--- config.mk ---
export PLATFORM = sky130hd
export DESIGN_NAME = nist_selftest_source_flat
export DESIGN_NICKNAME = d
export VERILOG_FILES = /design/src/rtl/nist_selftest_pkg.sv /design/src/rtl/nist_selftest_if.sv /design/src/rtl/nist_pattern_gen.sv /design/src/rtl/nist_selftest_source.sv /design/src/flat_wrapper.sv
export SDC_FILE = /design/constraint.sdc
export NUM_CORES = 1
export LEC_CHECK = 0
export CORE_UTILIZATION = 45
export DETAILED_ROUTE_END_ITERATION = 16
export PLACE_DENSITY = 0.75
export SYNTH_ARGS = -nofsm -noshare
export SYNTH_HDL_FRONTEND = slang
export SYNTH_HIERARCHICAL = 1
export SYNTH_SLANG_ARGS = --single-unit
--- constraint.sdc ---
create_clock -name clk -period 2.1 [get_ports clk]
set_input_delay 0.42 -clock clk [delete_from_list [all_inputs] [get_ports clk]]
set_output_delay 0.42 -clock clk [all_outputs]
set_load 0.03 [all_outputs]
--- src/rtl/nist_selftest_pkg.sv ---
// Shared types and constants for the NIST self-test stimulus source.
// Macro NIST_SELFTEST_LFSR_EN adds the fourth (LFSR) pattern.
package nist_selftest_pkg;

   typedef enum logic [2:0] {S_IDLE, S_PRIME, S_RUN, S_SETTLE, S_CAPTURE} state_t;
   typedef logic [1:0] pat_t;

   localparam int WINDOW_LEN_DEF = 128;
   localparam int SETTLE_CYC_DEF = 4;

   // Expected tester flags per pattern, indexed by pattern number.
   localparam logic [3:0][3:0] EXP_MASK = {4'b0000, 4'b1100, 4'b1011, 4'b1011};

   // Fibonacci taps 16,14,13,11 seen from the right-shifting register: bits 0,2,3,5.
   localparam logic [15:0] LFSR_SEED = 16'hACE1;
   localparam logic [15:0] LFSR_TAPS = 16'h002D;

`ifdef NIST_SELFTEST_LFSR_EN
   localparam pat_t LAST_PAT = 2'd3;
`else
   localparam pat_t LAST_PAT = 2'd2;
`endif

   function automatic logic [15:0] lfsr_step(input logic [15:0] s);
      return {^(s & LFSR_TAPS), s[15:1]};
   endfunction

endpackage

--- src/rtl/nist_selftest_if.sv ---
// Bundle of the stimulus source's data/handshake signals toward ALFSR and tester.
interface nist_selftest_if;
   import nist_selftest_pkg::*;

   logic       start;
   logic       rng_bit;
   logic [3:0] nist_err;
   logic       rnd_out;
   logic       nist_rst;
   logic       busy;
   logic       done;
   logic [3:0] result;
   pat_t       pattern;

   modport master (input start, rng_bit, nist_err,
                   output rnd_out, nist_rst, busy, done, result, pattern);
   modport slave  (output start, rng_bit, nist_err,
                   input rnd_out, nist_rst, busy, done, result, pattern);
endinterface

--- src/rtl/nist_pattern_gen.sv ---
// Known-pattern bit generator. Presents bit 0 while load is high, then one new
// bit per advance. LFSR present only with NIST_SELFTEST_LFSR_EN.
module nist_pattern_gen
   import nist_selftest_pkg::*;
(
   input  logic clk,
   input  logic rst,
   input  pat_t pat_i,
   input  logic load_i,
   input  logic adv_i,
   output logic bit_o
);

   logic tog_q;
   logic tog_bit;
   logic lfsr_bit;

   always_ff @(posedge clk or posedge rst) begin
      if (rst)         tog_q <= 1'b0;
      else if (load_i) tog_q <= 1'b1;
      else if (adv_i)  tog_q <= ~tog_q;
   end

   assign tog_bit = load_i ? 1'b0 : tog_q;

`ifdef NIST_SELFTEST_LFSR_EN
   logic [15:0] lfsr_q;

   // Registers always hold the bit after the one being presented.
   always_ff @(posedge clk or posedge rst) begin
      if (rst)         lfsr_q <= LFSR_SEED;
      else if (load_i) lfsr_q <= lfsr_step(LFSR_SEED);
      else if (adv_i)  lfsr_q <= lfsr_step(lfsr_q);
   end

   assign lfsr_bit = load_i ? LFSR_SEED[0] : lfsr_q[0];
`else
   assign lfsr_bit = 1'b0;
`endif

   always_comb begin
      bit_o = 1'b0;
      case (pat_i)
         2'd0:    bit_o = 1'b0;
         2'd1:    bit_o = 1'b1;
         2'd2:    bit_o = tog_bit;
         default: bit_o = lfsr_bit;
      endcase
   end

endmodule

--- src/rtl/nist_selftest_source.sv ---
// Self-test source: passes live RNG bits, or on start drives known patterns to the
// NIST tester and grades its flags. NIST_SELFTEST_LFSR_EN enables pattern 3.
module nist_selftest_source
   import nist_selftest_pkg::*;
#(
   parameter int WINDOW_LEN = WINDOW_LEN_DEF,
   parameter int SETTLE_CYC = SETTLE_CYC_DEF
)(
   input logic             clk,
   input logic             rst,
   nist_selftest_if.master bus
);

   localparam int CNT_MAX = (WINDOW_LEN > SETTLE_CYC) ? WINDOW_LEN : SETTLE_CYC;
   localparam int CW      = $clog2(CNT_MAX + 1);
   localparam logic [CW-1:0] RUN_LAST    = CW'(WINDOW_LEN - 1);
   localparam logic [CW-1:0] SETTLE_LAST = CW'(SETTLE_CYC - 1);

   state_t        state_q, state_d;
   logic [CW-1:0] cnt_q, cnt_d;
   pat_t          pat_q, pat_d;
   logic [3:0]    res_q, res_d;
   logic          rnd_q, rnd_d;
   logic          done_q, done_d;
   logic          gen_bit, gen_load, gen_adv;

   nist_pattern_gen u_gen (
      .clk    (clk),
      .rst    (rst),
      .pat_i  (pat_q),
      .load_i (gen_load),
      .adv_i  (gen_adv),
      .bit_o  (gen_bit)
   );

   always_ff @(posedge clk or posedge rst) begin
      if (rst) begin
         state_q <= S_IDLE;
         cnt_q   <= '0;
         pat_q   <= '0;
         res_q   <= '0;
         rnd_q   <= 1'b0;
         done_q  <= 1'b0;
      end else begin
         state_q <= state_d;
         cnt_q   <= cnt_d;
         pat_q   <= pat_d;
         res_q   <= res_d;
         rnd_q   <= rnd_d;
         done_q  <= done_d;
      end
   end

   always_comb begin
      state_d  = state_q;
      cnt_d    = cnt_q;
      pat_d    = pat_q;
      res_d    = res_q;
      rnd_d    = 1'b0;
      done_d   = 1'b0;
      gen_load = 1'b0;
      gen_adv  = 1'b0;
      case (state_q)
         S_IDLE: begin
            rnd_d = bus.rng_bit;
            // done_q marks the first idle cycle; a start there belongs to the old run.
            if (bus.start && !done_q) begin
               pat_d   = '0;
               res_d   = '0;
               state_d = S_PRIME;
            end
         end
         S_PRIME: begin
            gen_load = 1'b1;
            cnt_d    = '0;
            rnd_d    = gen_bit;
            state_d  = S_RUN;
         end
         S_RUN: begin
            gen_adv = 1'b1;
            cnt_d   = cnt_q + 1'b1;
            if (cnt_q == RUN_LAST) begin
               cnt_d   = '0;
               state_d = S_SETTLE;
            end else begin
               rnd_d = gen_bit;
            end
         end
         S_SETTLE: begin
            cnt_d = cnt_q + 1'b1;
            if (cnt_q == SETTLE_LAST) begin
               cnt_d   = '0;
               state_d = S_CAPTURE;
            end
         end
         S_CAPTURE: begin
            res_d[pat_q] = (bus.nist_err == EXP_MASK[pat_q]);
            if (pat_q == LAST_PAT) begin
               pat_d   = '0;
               done_d  = 1'b1;
               state_d = S_IDLE;
            end else begin
               pat_d   = pat_q + 1'b1;
               state_d = S_PRIME;
            end
         end
         default: state_d = S_IDLE;
      endcase
   end

   assign bus.rnd_out  = rnd_q;
   assign bus.nist_rst = (state_q == S_PRIME);
   assign bus.busy     = (state_q != S_IDLE);
   assign bus.done     = done_q;
   assign bus.result   = res_q;
   assign bus.pattern  = pat_q;

endmodule

--- src/flat_wrapper.sv ---
// flat-port wrapper written by rule: the top's interface ports become plain ports
module nist_selftest_source_flat import nist_selftest_pkg::*;
#(
   parameter int WINDOW_LEN = WINDOW_LEN_DEF,
   parameter int SETTLE_CYC = SETTLE_CYC_DEF
)
  (clk, rst, bus_start, bus_rng_bit, bus_nist_err, bus_rnd_out, bus_nist_rst, bus_busy, bus_done, bus_result, bus_pattern);
  nist_selftest_if bus_i ();
  input logic clk;
  input logic rst;
  input wire logic [$bits(bus_i.start)-1:0] bus_start;
  input wire logic [$bits(bus_i.rng_bit)-1:0] bus_rng_bit;
  input wire logic [$bits(bus_i.nist_err)-1:0] bus_nist_err;
  output wire logic [$bits(bus_i.rnd_out)-1:0] bus_rnd_out;
  output wire logic [$bits(bus_i.nist_rst)-1:0] bus_nist_rst;
  output wire logic [$bits(bus_i.busy)-1:0] bus_busy;
  output wire logic [$bits(bus_i.done)-1:0] bus_done;
  output wire logic [$bits(bus_i.result)-1:0] bus_result;
  output wire logic [$bits(bus_i.pattern)-1:0] bus_pattern;
  assign bus_i.start = bus_start;
  assign bus_i.rng_bit = bus_rng_bit;
  assign bus_i.nist_err = bus_nist_err;
  assign bus_rnd_out = bus_i.rnd_out;
  assign bus_nist_rst = bus_i.nist_rst;
  assign bus_busy = bus_i.busy;
  assign bus_done = bus_i.done;
  assign bus_result = bus_i.result;
  assign bus_pattern = bus_i.pattern;
  nist_selftest_source #(.WINDOW_LEN(WINDOW_LEN), .SETTLE_CYC(SETTLE_CYC)) u_core (.clk(clk), .rst(rst), .bus(bus_i));
endmodule
==> load_flow_metrics.sql, run 1 <==
INSERT INTO impl_metrics (metric_group, metric, value, unit) VALUES
('global_routing', 'global_route.overflow_total', '0', ''),
('routing', 'drtPass1Iterations', '4', ''),
('sta', 'timing.final.hold_violations', '0', ''),
('finish', 'nets', '153', ''),
('worst_setup_path', 'worstSetupPathType', 'register to output pin', ''),
('synth', 'post_synth_instance_area', '0.00112', 'mm2'),
('place', 'placement.setup.worst_slack', '0.223', 'ns'),
('worst_setup_path', 'cpPeakStageDelay', '0.74', 'ns'),
('synth', 'yosys_warnings', '6', ''),
('synth', 'area_fraction_in_compound_gates_after_synthesis', '0.163', ''),
('sta', 'worst_hold_slack', '0.277', 'ns'),
('global_routing', 'grt_first_pass_wirelength', '4170', 'um'),
('sta', 'tightestPinTransition', '0.508', 'ns'),
('finish', 'area_growth_syn_to_layout', '23.5', '%'),
('synth', 'synthMuxAreaShare', '0.0445', ''),
('synth', 'post_synth_fa_ha_maj_area_fraction', '0.0334', ''),
('worst_setup_path', 'setup.worst_path.start_class', 'register', ''),
('job', 'cap_viol_max_count', '0', ''),
('floorplanning', 'floorplan.initialDensity', '0.494', ''),
('finish', 'antenna_cells', '0', ''),
('worst_setup_path', 'r2r.worst_path.cells', '5', ''),
('clock_tree', 'clkTransAtPathRegs', '0.10', 'ns'),
('routing', 'via_per_inst', '5.93', ''),
('finish', 'fillCellCount', '190', ''),
('worst_setup_path', 'worst_path_dominant_cell_family', 'buffers and inverters', ''),
('worst_setup_path', 'path_max_fanout', '10', ''),
('status', 'status', 'finished clean', ''),
('place', 'io_buffers', '17', ''),
('routing', 'drt_iter0_drc', '28', ''),
('pwr', 'p_leak', '0.582', 'nW'),
('synth', 'yosys.area_share.xor_xnor', '0.0156', ''),
('worst_setup_path', 'worst-path-buf-inv', '1', ''),
('clock_tree', 'ctsLongestPathBuffers', '2', ''),
('finish', 'multi_input_area', '592', 'um2'),
('sta', 'setup_viol', '0', ''),
('routing', 'ant_nets', '0', ''),
('finish', 'post-route-util', '0.610', ''),
('synth', 'postSynthNetCount', '129', ''),
('floorplanning', 'floorplan.die_area', '0.00270', 'mm2'),
('sta', 'setup_repair_after_global_routing_missed_its_margin', 'false', ''),
('worst_setup_path', 'critPathRequiredTime', '1.68', 'ns'),
('worst_setup_path', 'critical_path_cell_count', '1', ''),
('clock_tree', 'cts_buffers', '3', ''),
('floorplanning', 'floorplan.io_pins', '18', ''),
('worst_setup_path', 'crit_path_end_kind', 'output pin', ''),
('routing', 'drt-total-wl', '2560', 'um'),
('finish', 'final_layout_size_suffix_gt1_frac', '0.0993', ''),
('finish', 'non_filler_cell_area_final', '0.00139', 'mm2'),
('clock_tree', 'ctsHtreeMaxLevel', '1', ''),
('sta', 'timing.max_slew.rel_slack', '0.660', ''),
('place', 'hpwlAfterDp', '1900', 'um'),
('synth', 'sequential_fraction_of_the_synthesis_area', '0.445', ''),
('place', 'globalplace.congestion', '0.807', ''),
('sta', 'max_freq', '500', 'MHz'),
('sta', 'period_utilization', '0.953', ''),
('floorplanning', 'floorplan.core_area', '0.00228', 'mm2'),
('clock_tree', 'clock_insertion_delay_at_the_later_pin_of_the_skew_report', '0.30', 'ns'),
('pwr', 'worst_ir_drop_vdd', '0.000783', 'V'),
('clock_tree', 'post_cts_setup_buffers', '0', ''),
('global_routing', 'first_global_vias', '955', ''),
('clock_tree', 'cts_hold_buf', '0', ''),
('hold_path', 'min-delay-path-class', 'input port to async pin', ''),
('place', 'place_area', '0.00135', 'mm2'),
('synth', 'simple_gate_fraction_of_synth_area', '0.266', ''),
('sta', 'period_minus_slack', '2.00', 'ns'),
('routing', 'drt-wirelength-per-cell', '15.1', 'um'),
('synth', 'main_combinational_cell_family_by_area_after_synthesis', 'simple AND/OR/NAND/NOR gates', ''),
('global_routing', 'grt_max_degree', '20', ''),
('synth', 'distinct_cell_type_count_of_the_synthesized_netlist', '37', ''),
('synth', 'syn_avg_cell_area', '9.52', 'um2'),
('clock_tree', 'root_buffer', 'sky130_fd_sc_hd__clkbuf_4', '');
## registers in the layout (all words and copies together), names as in the netlist
register / flops
u_core/bus.done: 1
u_core/u_gen/tog_q: 1
u_core/bus.rnd_out: 1
u_core/state_q: 3
u_core/bus.pattern: 2
u_core/bus.result: 4
u_core/cnt_q: 8
## cells in the final DEF (no fill, tap or decap), drive strengths merged, types with 2 or more instances in the layout
cell type      count
nand2             14
inv                7
dlygate4sd2        2
a21o               2
mux2i              5
o21bai             2
or4b               2
a21oi              5
dfrtp             20
nor3b              4
nand3              4
clkdlybuf4s50     15
a31oi              2
and2               2
ha                 3
nor2b              2
nor3               6
or3                2
o21ai              5
and3               2
nor2               7
o22ai              2
buf                4
a22o               2
xnor2              2
clkbuf             4
nand2b             4
## kinds of logic after synthesis
family          Yosys count
compound gates           26
xor+xnor                  2
fa+ha+maj                 3
buf+inv                   9
flops                    20
mux                       5
simple gates             53
## metrics by stage
| stage | std cells | power (mW) |
|---|---|---|
| 2_1_floorplan | 118 | 1.02 |
| 3_3_place_gp | 165 | 1.19 |
| 3_5_place_dp | 165 | 1.23 |
| 4_1_cts | 169 | 1.45 |
| 5_1_grt | 169 | 1.54 |
| 6_report | 169 | 1.45 |
## synth_stat cells (all sizes together)
| master | n | share of area |
|---|---|---|
| o21ai | 5 | 0.022 |
| nand3 | 4 | 0.018 |
| o22ai | 2 | 0.011 |
| ha | 3 | 0.033 |
| nor2b | 2 | 0.011 |
| o31ai | 1 | 0.0067 |
| nand4b | 1 | 0.0078 |
| o21ba | 1 | 0.014 |
| o32a | 1 | 0.0089 |
| nor4b | 1 | 0.0078 |
| xnor2 | 2 | 0.016 |
| or4b | 2 | 0.021 |
| nor4 | 1 | 0.011 |
| nand2b | 4 | 0.022 |
| nor2 | 7 | 0.023 |
| and3 | 2 | 0.012 |
| o21bai | 2 | 0.013 |
| a32o | 1 | 0.0089 |
| a31oi | 2 | 0.011 |
| o21a | 1 | 0.0067 |
| a21o | 2 | 0.013 |
| nor3 | 6 | 0.027 |
| buf | 2 | 0.0089 |
| and2 | 2 | 0.011 |
| inv | 7 | 0.023 |
| nor3b | 4 | 0.027 |
| a22o | 2 | 0.016 |
| or3 | 2 | 0.011 |
| a41oi | 1 | 0.0078 |
| nand3b | 1 | 0.0067 |
| dfrtp | 20 | 0.45 |
| a21oi | 5 | 0.022 |
| nand2 | 14 | 0.049 |
| mux2i | 5 | 0.045 |
## where the power goes
part           internal, mW  switching [mW]
clock                 0.106           0.119
sequential            0.472           0.112
combinational         0.293           0.350
total                 0.871           0.581
## path summary, 6_finish.rpt
check	startpoint	to	slack, ns
setup / recovery	u_core/bus.pattern[0]	bus_pattern[0]	0.1
hold / removal	rst	u_core/u_gen/tog_q	0.28
setup reg to reg	u_core/cnt_q[0]	u_core/cnt_q[5]	0.21
hold reg to reg	u_core/bus.result[2]	u_core/bus.result[2]	0.54
max in group asynchronous	rst	u_core/state_q[2]	1.42
min in group clk	u_core/bus.result[2]	u_core/bus.result[2]	0.54
## area by class of cell
cell class / count / share of cell area
Multi-Input combinational cell: 89 / 0.427
Inverter: 7 / 0.0189
Tap cell: 28 / 0.0252
Timing Repair Buffer: 21 / 0.142
Clock buffer: 4 / 0.0261
Sequential cell: 20 / 0.361
## routing by layer
layer	global-route usage	up-vias	wire length, um
met2	0.372	26	1330
met5	0	-	0
met3	0.0351	3	80
met4	0.0450	0	21
met1	0.266	498	1130
li1	-	476	-
(Power assumes the default switching activity.)
==> run 2: changes to the inputs <==
Settings changed: SYNTH_HIERARCHICAL 1 to default.
==> run 2 against run 1 <==
Against the previous run:
- fmax is 0.21% lower
- worst setup slack lost 0.0042 ns
- core utilization fell by 0.56 points
- sequential cell count unchanged
- critical path depth up 1
- total power down 59%
- global-route usage about the same
- cell count grew 1.8%
- largest power group is now registers
- highest routed layer unchanged
==> load_flow_metrics.sql, run 2 <==
INSERT INTO impl_metrics (metric_group, metric, value, unit) VALUES
('clock_tree', 'cts-resized-gates', '2', ''),
('status', 'status', 'finished clean', ''),
('finish', 'antenna_cells', '0', ''),
('worst_setup_path', 'timing.critical_path.slowest_stage_cell', 'sky130_fd_sc_hd__dfrtp_1', ''),
('synth', 'postSynth.asyncResetShare', '1.00', ''),
('floorplanning', 'floorplan.core_area', '0.00230', 'mm2'),
('worst_setup_path', 'critPathRequiredTime', '1.68', 'ns'),
('worst_setup_path', 'crit_path_end_kind', 'output pin', ''),
('routing', 'drt-total-wl', '2270', 'um'),
('worst_setup_path', 'critPathArrivalTime', '1.59', 'ns'),
('hold_path', 'min-delay-path-class', 'input port to async pin', ''),
('finish', 'nets', '161', ''),
('sta', 'setup_viol', '0', ''),
('synth', 'synth_commonest_cells', 'sky130_fd_sc_hd__dfrtp_1, sky130_fd_sc_hd__nand2_1, sky130_fd_sc_hd__nand3_1', ''),
('floorplanning', 'floorplan.die.height', '52.4', 'um'),
('sta', 'period_minus_slack', '2.01', 'ns'),
('worst_setup_path', 'path_max_fanout', '10', ''),
('finish', 'final_layout_size_suffix_gt1_frac', '0.0764', ''),
('finish', 'seq_area', '500', 'um2'),
('synth', 'synth.area.top_cells', 'sky130_fd_sc_hd__dfrtp_1, sky130_fd_sc_hd__ha_1, sky130_fd_sc_hd__nand2_1', ''),
('finish', 'multi_input_area', '606', 'um2'),
('synth', 'yosys_register_bits', '20', ''),
('sta', 'timing.final.hold_violations', '0', ''),
('place', 'globalplace.congestion', '0.796', ''),
('clock_tree', 'cts_hold_buf', '0', ''),
('synth', 'netlist.top_cell.by_area', 'sky130_fd_sc_hd__dfrtp_1', ''),
('worst_setup_path', 'worstSetupPathType', 'register to output pin', ''),
('pwr', 'worst_ir_drop_vdd', '0.000268', 'V'),
('synth', 'postSynthNetCount', '139', ''),
('routing', 'drt_iter0_drc', '12', ''),
('floorplanning', 'floorplan.die_area', '0.00275', 'mm2'),
('finish', 'area_growth_syn_to_layout', '21.3', '%'),
('routing', 'vias', '977', ''),
('synth', 'synth_most_common_cell', 'sky130_fd_sc_hd__dfrtp_1', ''),
('routing', 'via_per_inst', '5.68', ''),
('routing', 'drtPass1Iterations', '4', ''),
('synth', 'synth_top_flop_cell', 'sky130_fd_sc_hd__dfrtp_1', ''),
('floorplanning', 'floorplan.initialDensity', '0.498', ''),
('clock_tree', 'cts_buffers', '3', ''),
('finish', 'instances_no_fill', '172', ''),
('global_routing', 'grt_max_degree', '21', ''),
('finish', 'final_common_cell', 'sky130_fd_sc_hd__dfrtp_1', ''),
('synth', 'post-synth-top-area-fraction', '0.438', ''),
('clock_tree', 'clkTransAtPathRegs', '0.10', 'ns'),
('routing', 'drt-wirelength-per-cell', '13.2', 'um'),
('place', 'io_buffers', '17', ''),
('synth', 'distinct_cell_type_count_of_the_synthesized_netlist', '37', ''),
('global_routing', 'initial_antenna_violation_count', '0', ''),
('clock_tree', 'ctsHtreeMaxLevel', '1', ''),
('global_routing', 'first_global_vias', '916', ''),
('synth', 'sequential_fraction_of_the_synthesis_area', '0.438', ''),
('worst_setup_path', 'cpPeakStageDelay', '0.48', 'ns'),
('global_routing', 'grt_first_pass_wirelength', '4170', 'um'),
('finish', 'highest_count_cells_in_the_layout_ignoring_fill_and_taps', 'sky130_fd_sc_hd__dfrtp_1, sky130_fd_sc_hd__nand2_1, sky130_fd_sc_hd__clkdlybuf4s50_1', ''),
('place', 'hpwlAfterDp', '1710', 'um'),
('synth', 'synth-edff-count', '0', ''),
('finish', 'register_ranked_first_by_flip_flop_count', 'u_core.cnt_q', ''),
('routing', 'remaining_drc_errors', '0', ''),
('synth', 'syn_avg_cell_area', '9.22', 'um2'),
('clock_tree', 'cts_tree', 'yes', ''),
('sta', 'timing.clock.skew', '0.000450', 'ns'),
('finish', 'largest_register_ffs', '8', ''),
('job', 'cap_viol_max_count', '0', ''),
('sta', 'setup_repair_after_global_routing_missed_its_margin', 'false', ''),
('sta', 'timing_max_transition_violations_final', '0', ''),
('synth', 'yosys_warnings', '0', ''),
('pwr', 'p_leak', '0.596', 'nW'),
('clock_tree', 'ctsLongestPathBuffers', '2', ''),
('floorplanning', 'placementRows', '17', ''),
('sta', 'max_freq', '499', 'MHz'),
('worst_setup_path', 'setup.worst_path.start_class', 'register', ''),
('sta', 'timing.max_slew.rel_slack', '0.596', ''),
('clock_tree', 'clock_insertion_delay_at_the_later_pin_of_the_skew_report', '0.29', 'ns'),
('global_routing', 'grt_usage', '0.211', ''),
('sta', 'period_utilization', '0.955', ''),
('place', 'placedCellCount', '169', ''),
('finish', 'fillCellCount', '208', ''),
('sta', 'finalSetupTns', '0', 'ns'),
('sta', 'tightestPinTransition', '0.605', 'ns'),
('pwr', 'power_per_cell_area', '433', 'mW/mm2'),
('synth', 'post_synth_instance_area', '0.00114', 'mm2'),
('routing', 'ant_nets', '0', ''),
('clock_tree', 'root_buffer', 'sky130_fd_sc_hd__clkbuf_4', ''),
('floorplanning', 'die_width', '52.4', 'um'),
('global_routing', 'global_route.overflow_total', '0', ''),
('clock_tree', 'post_cts_setup_buffers', '0', ''),
('floorplanning', 'floorplan.io_pins', '18', ''),
('clock_tree', 'tritoncts_num_sinks', '20', ''),
('worst_setup_path', 'path_cells', 'or3_1 -> dlygate4sd2_1', ''),
('synth', 'cell_count_after_synthesis', '124', '');
==> run 2: worst max-delay path: cells and delay by family (launching register included) <==
family / cells / cell delay (ns)
and+or+nand+nor: 1 / 0.43
buffers and inverters: 1 / 0.38
DFF: 1 / 0.48
==> run 2: metrics by stage <==
stage | worst slack, ns | util | hold slack [ns] | total power, mW | area [um2]
finish | 0.0941 | 0.604 | 0.442 | 0.601 | 1390
global placement | 0.176 | 0.595 | 0.481 | 0.432 | 1370
global route | 0.0222 | 0.604 | 0.470 | 0.626 | 1390
CTS | 0.0891 | 0.604 | 0.450 | 0.612 | 1390
detailed placement | 0.144 | 0.595 | 0.493 | 0.433 | 1370
floorplan | 0.257 | - | 0.384 | 0.410 | 1140
==> run 2: cell families (layout without fill, tap and decap cells) <==
kind of cell    count (synthesis)  after routing  share of synthesized area
flops                          20             20                      0.438
compound gates                 28             28                      0.154
buf+inv                        10             30                     0.0328
xor+xnor                        5              5                     0.0383
simple gates                   54             54                      0.260
fa+ha+maj                       7              7                     0.0766
==> run 2: metal layers <==
layer | track usage | vias to the layer above | wire length [um]
met3 | 0.0261 | 4 | 93
met2 | 0.304 | 22 | 972
met1 | 0.308 | 462 | 1150
li1 | - | 489 | -
met4 | 0.105 | 0 | 48
met5 | 0 | - | 0
==> run 2: final timing paths <==
path / start / to / slack, ns / cells past startpoint
hold reg to reg: u_core.bus.result[1] / u_core.bus.result[1] / 0.52 / 2
hold / removal: rst / u_core.bus.rnd_out / 0.44 / 3
min in group clk: u_core.bus.result[1] / u_core.bus.result[1] / 0.52 / 2
setup / recovery: u_core.state_q[2] / bus_busy / 0.09 / 2
setup reg to reg: u_core.cnt_q[0] / u_core.cnt_q[0] / 0.13 / 5
max in group asynchronous: rst / u_core.bus.pattern[1] / 1.46 / 3
==> run 2: area by class of cell <==
class	instances	share of cell area
Clock buffer	3	0.0162
Multi-Input combinational cell	94	0.436
Timing Repair Buffer	22	0.148
Inverter	5	0.0135
Sequential cell	20	0.361
Tap cell	28	0.0252
==> run 2: report_power, final <==
part           switching (mW)  internal [mW]  total [mW]
combinational          0.0175         0.0190      0.0365
clock                   0.110         0.0668       0.177
sequential           0.000943          0.387       0.388
total                   0.129          0.473       0.601
==> run 3: changes to the inputs <==
Settings changed: CORE_MARGIN from default to 3.
==> run 3 against run 2 <==
Against the previous run:
- via count is 1.4% lower
- highest routed layer unchanged
- critical path depth increased by 3
- sequential cell count unchanged
- wire length grew 4.2%
- cell count is 1.2% higher
==> load_flow_metrics.sql, run 3 (synthesis gave the netlist of run 2 again) <==
INSERT INTO impl_metrics (metric_group, metric, value, unit) VALUES
('status', 'status', 'finished clean', ''),
('clock_tree', 'ctsHtreeMaxLevel', '1', ''),
('place', 'placement.setup.worst_slack', '0.142', 'ns'),
('worst_setup_path', 'crit_path_end_kind', 'register', ''),
('sta', 'timing.max_slew.rel_slack', '0.607', ''),
('routing', 'remaining_drc_errors', '0', ''),
('global_routing', 'grt_first_pass_wirelength', '4140', 'um'),
('finish', 'largest_register_ffs', '8', ''),
('floorplanning', 'floorplan.io_pins', '18', ''),
('sta', 'period_utilization', '0.949', ''),
('job', 'cap_viol_max_count', '0', ''),
('finish', 'non_filler_cell_area_final', '0.00141', 'mm2'),
('sta', 'setup_viol', '0', ''),
('routing', 'vias', '963', ''),
('sta', 'timing.final.hold_violations', '0', ''),
('global_routing', 'first_global_vias', '898', ''),
('sta', 'timing.clock.skew', '0.00403', 'ns'),
('sta', 'worst_hold_slack', '0.433', 'ns'),
('floorplanning', 'floorplan.core_area', '0.00232', 'mm2'),
('finish', 'register_ranked_first_by_flip_flop_count', 'u_core.cnt_q', ''),
('clock_tree', 'cts_buffers', '3', ''),
('hold_path', 'min-delay-path-class', 'input port to async pin', ''),
('routing', 'via_per_inst', '5.53', ''),
('global_routing', 'grt_max_degree', '21', ''),
('pwr', 'worst_ir_drop_vdd', '0.000329', 'V'),
('sta', 'max_freq', '502', 'MHz'),
('global_routing', 'grt_usage', '0.163', ''),
('finish', 'highest_count_cells_in_the_layout_ignoring_fill_and_taps', 'sky130_fd_sc_hd__dfrtp_1, sky130_fd_sc_hd__nand2_1, sky130_fd_sc_hd__clkdlybuf4s50_1', ''),
('clock_tree', 'ctsLongestPathBuffers', '2', ''),
('worst_setup_path', 'ff2ff_setup_slack', '0.11', 'ns'),
('floorplanning', 'floorplan.die.height', '56.4', 'um'),
('sta', 'fin_ws', '0.108', 'ns'),
('worst_setup_path', 'worstReg2RegStart', 'u_core.cnt_q[0]', ''),
('clock_tree', 'tritoncts_num_sinks', '20', ''),
('floorplanning', 'floorplan.die_area', '0.00318', 'mm2'),
('sta', 'finalSetupTns', '0', 'ns'),
('worst_setup_path', 'regToRegEndpoint', 'u_core.cnt_q[0]', ''),
('routing', 'drt_iter0_drc', '17', ''),
('worst_setup_path', 'critPathRequiredTime', '2.30', 'ns'),
('clock_tree', 'cts_tree', 'yes', ''),
('global_routing', 'global_route.overflow_total', '0', ''),
('pwr', 'total_power', '0.653', 'mW'),
('routing', 'drtPass1Iterations', '4', ''),
('routing', 'drt-total-wl', '2360', 'um'),
('pwr', 'power_per_cell_area', '464', 'mW/mm2'),
('finish', 'final_layout_size_suffix_gt1_frac', '0.0890', ''),
('clock_tree', 'clkTransAtPathRegs', '0.12', 'ns'),
('worst_setup_path', 'critPathArrivalTime', '2.19', 'ns'),
('pwr', 'p_leak', '0.608', 'nW'),
('routing', 'drt-wirelength-per-cell', '13.6', 'um'),
('sta', 'timing_max_transition_violations_final', '0', ''),
('worst_setup_path', 'setup.worst_path.start_class', 'register', ''),
('worst_setup_path', 'path_max_fanout', '6', ''),
('worst_setup_path', 'worstSetupPathType', 'register to register', ''),
('finish', 'nets', '162', ''),
('finish', 'area_growth_syn_to_layout', '23.2', '%'),
('worst_setup_path', 'r2r.worst_path.cells', '5', ''),
('clock_tree', 'clock_insertion_delay_at_the_later_pin_of_the_skew_report', '0.30', 'ns'),
('sta', 'tightestPinTransition', '0.588', 'ns'),
('floorplanning', 'die_width', '56.4', 'um'),
('clock_tree', 'root_buffer', 'sky130_fd_sc_hd__clkbuf_4', ''),
('place', 'io_buffers', '17', ''),
('floorplanning', 'floorplan.initialDensity', '0.493', ''),
('clock_tree', 'post_cts_setup_buffers', '0', ''),
('sta', 'setup_repair_after_global_routing_missed_its_margin', 'false', ''),
('place', 'globalplace.congestion', '0.791', ''),
('global_routing', 'initial_antenna_violation_count', '0', ''),
('sta', 'period_minus_slack', '1.99', 'ns'),
('finish', 'antenna_cells', '0', ''),
('place', 'place_area', '0.00138', 'mm2'),
('place', 'hpwlAfterDp', '1810', 'um'),
('routing', 'ant_nets', '0', ''),
('floorplanning', 'placementRows', '17', ''),
('finish', 'final_common_cell', 'sky130_fd_sc_hd__dfrtp_1', '');
## run 3: cell count changes in the layout (fill, tap and decap cells not counted)
cell / change
sky130_fd_sc_hd__clkbuf_8: +1
sky130_fd_sc_hd__buf_4: +1
## run 3: final cells by class
cell class | count | area (um2)
Tap cell | 28 | 35.0
Fill cell | 196 | 910
Inverter | 5 | 18.8
Sequential cell | 20 | 500
Timing Repair Buffer | 23 | 213
Clock buffer | 4 | 36.3
Multi-Input combinational cell | 94 | 606
## run 3: worst max path at each step
stage	startpoint	endpoint	slack, ns	depth (start not counted)
2_1_floorplan	u_core.cnt_q[0]	u_core.cnt_q[5]	0.26	5
3_3_place_gp	u_core.cnt_q[0]	u_core.cnt_q[0]	0.17	5
3_5_place_dp	u_core.cnt_q[0]	u_core.cnt_q[5]	0.14	5
4_1_cts	u_core.cnt_q[0]	u_core.cnt_q[0]	0.12	5
5_1_grt	u_core.cnt_q[0]	u_core.cnt_q[7]	0.03	5
6_report	u_core.cnt_q[0]	u_core.cnt_q[0]	0.11	5
## run 3: per-layer routing
metal | vias up | track usage | share of wire
met4 | 0 | 0.0373 | 0.0080
met2 | 14 | 0.244 | 0.44
met1 | 452 | 0.243 | 0.52
met3 | 2 | 0.0299 | 0.031
met5 | - | 0 | 0
li1 | 495 | - | -
## run 3: where the power goes
group / total (mW) / leakage (nW) / internal [mW] / switching (mW)
Sequential: 0.388 / 0.248 / 0.387 / 0.00101
Clock: 0.229 / 0.0210 / 0.106 / 0.123
Combinational: 0.0366 / 0.339 / 0.0190 / 0.0177
Total: 0.653 / 0.608 / 0.512 / 0.142
## run 3: critical path, cell delays in order (launching register included)
cell and delay [ns]:
sky130_fd_sc_hd__dfrtp_1 0.40, sky130_fd_sc_hd__ha_1 0.27, sky130_fd_sc_hd__or4b_1 0.47, sky130_fd_sc_hd__or4_4 0.53
sky130_fd_sc_hd__nand3_2 0.13, sky130_fd_sc_hd__o21ai_0 0.08
## run 3: repair_timing
item / CTS / global route
hold buffers: 0 / 0
gates resized for setup: 2 / 0
setup endpoints to repair: 2 / 0
## run 3: stage by stage
step / util / cells
after floorplan: - / 124
after global placement: 0.593 / 170
after detailed placement: 0.593 / 170
after CTS: 0.608 / 174
after global routing: 0.608 / 174
final: 0.608 / 174
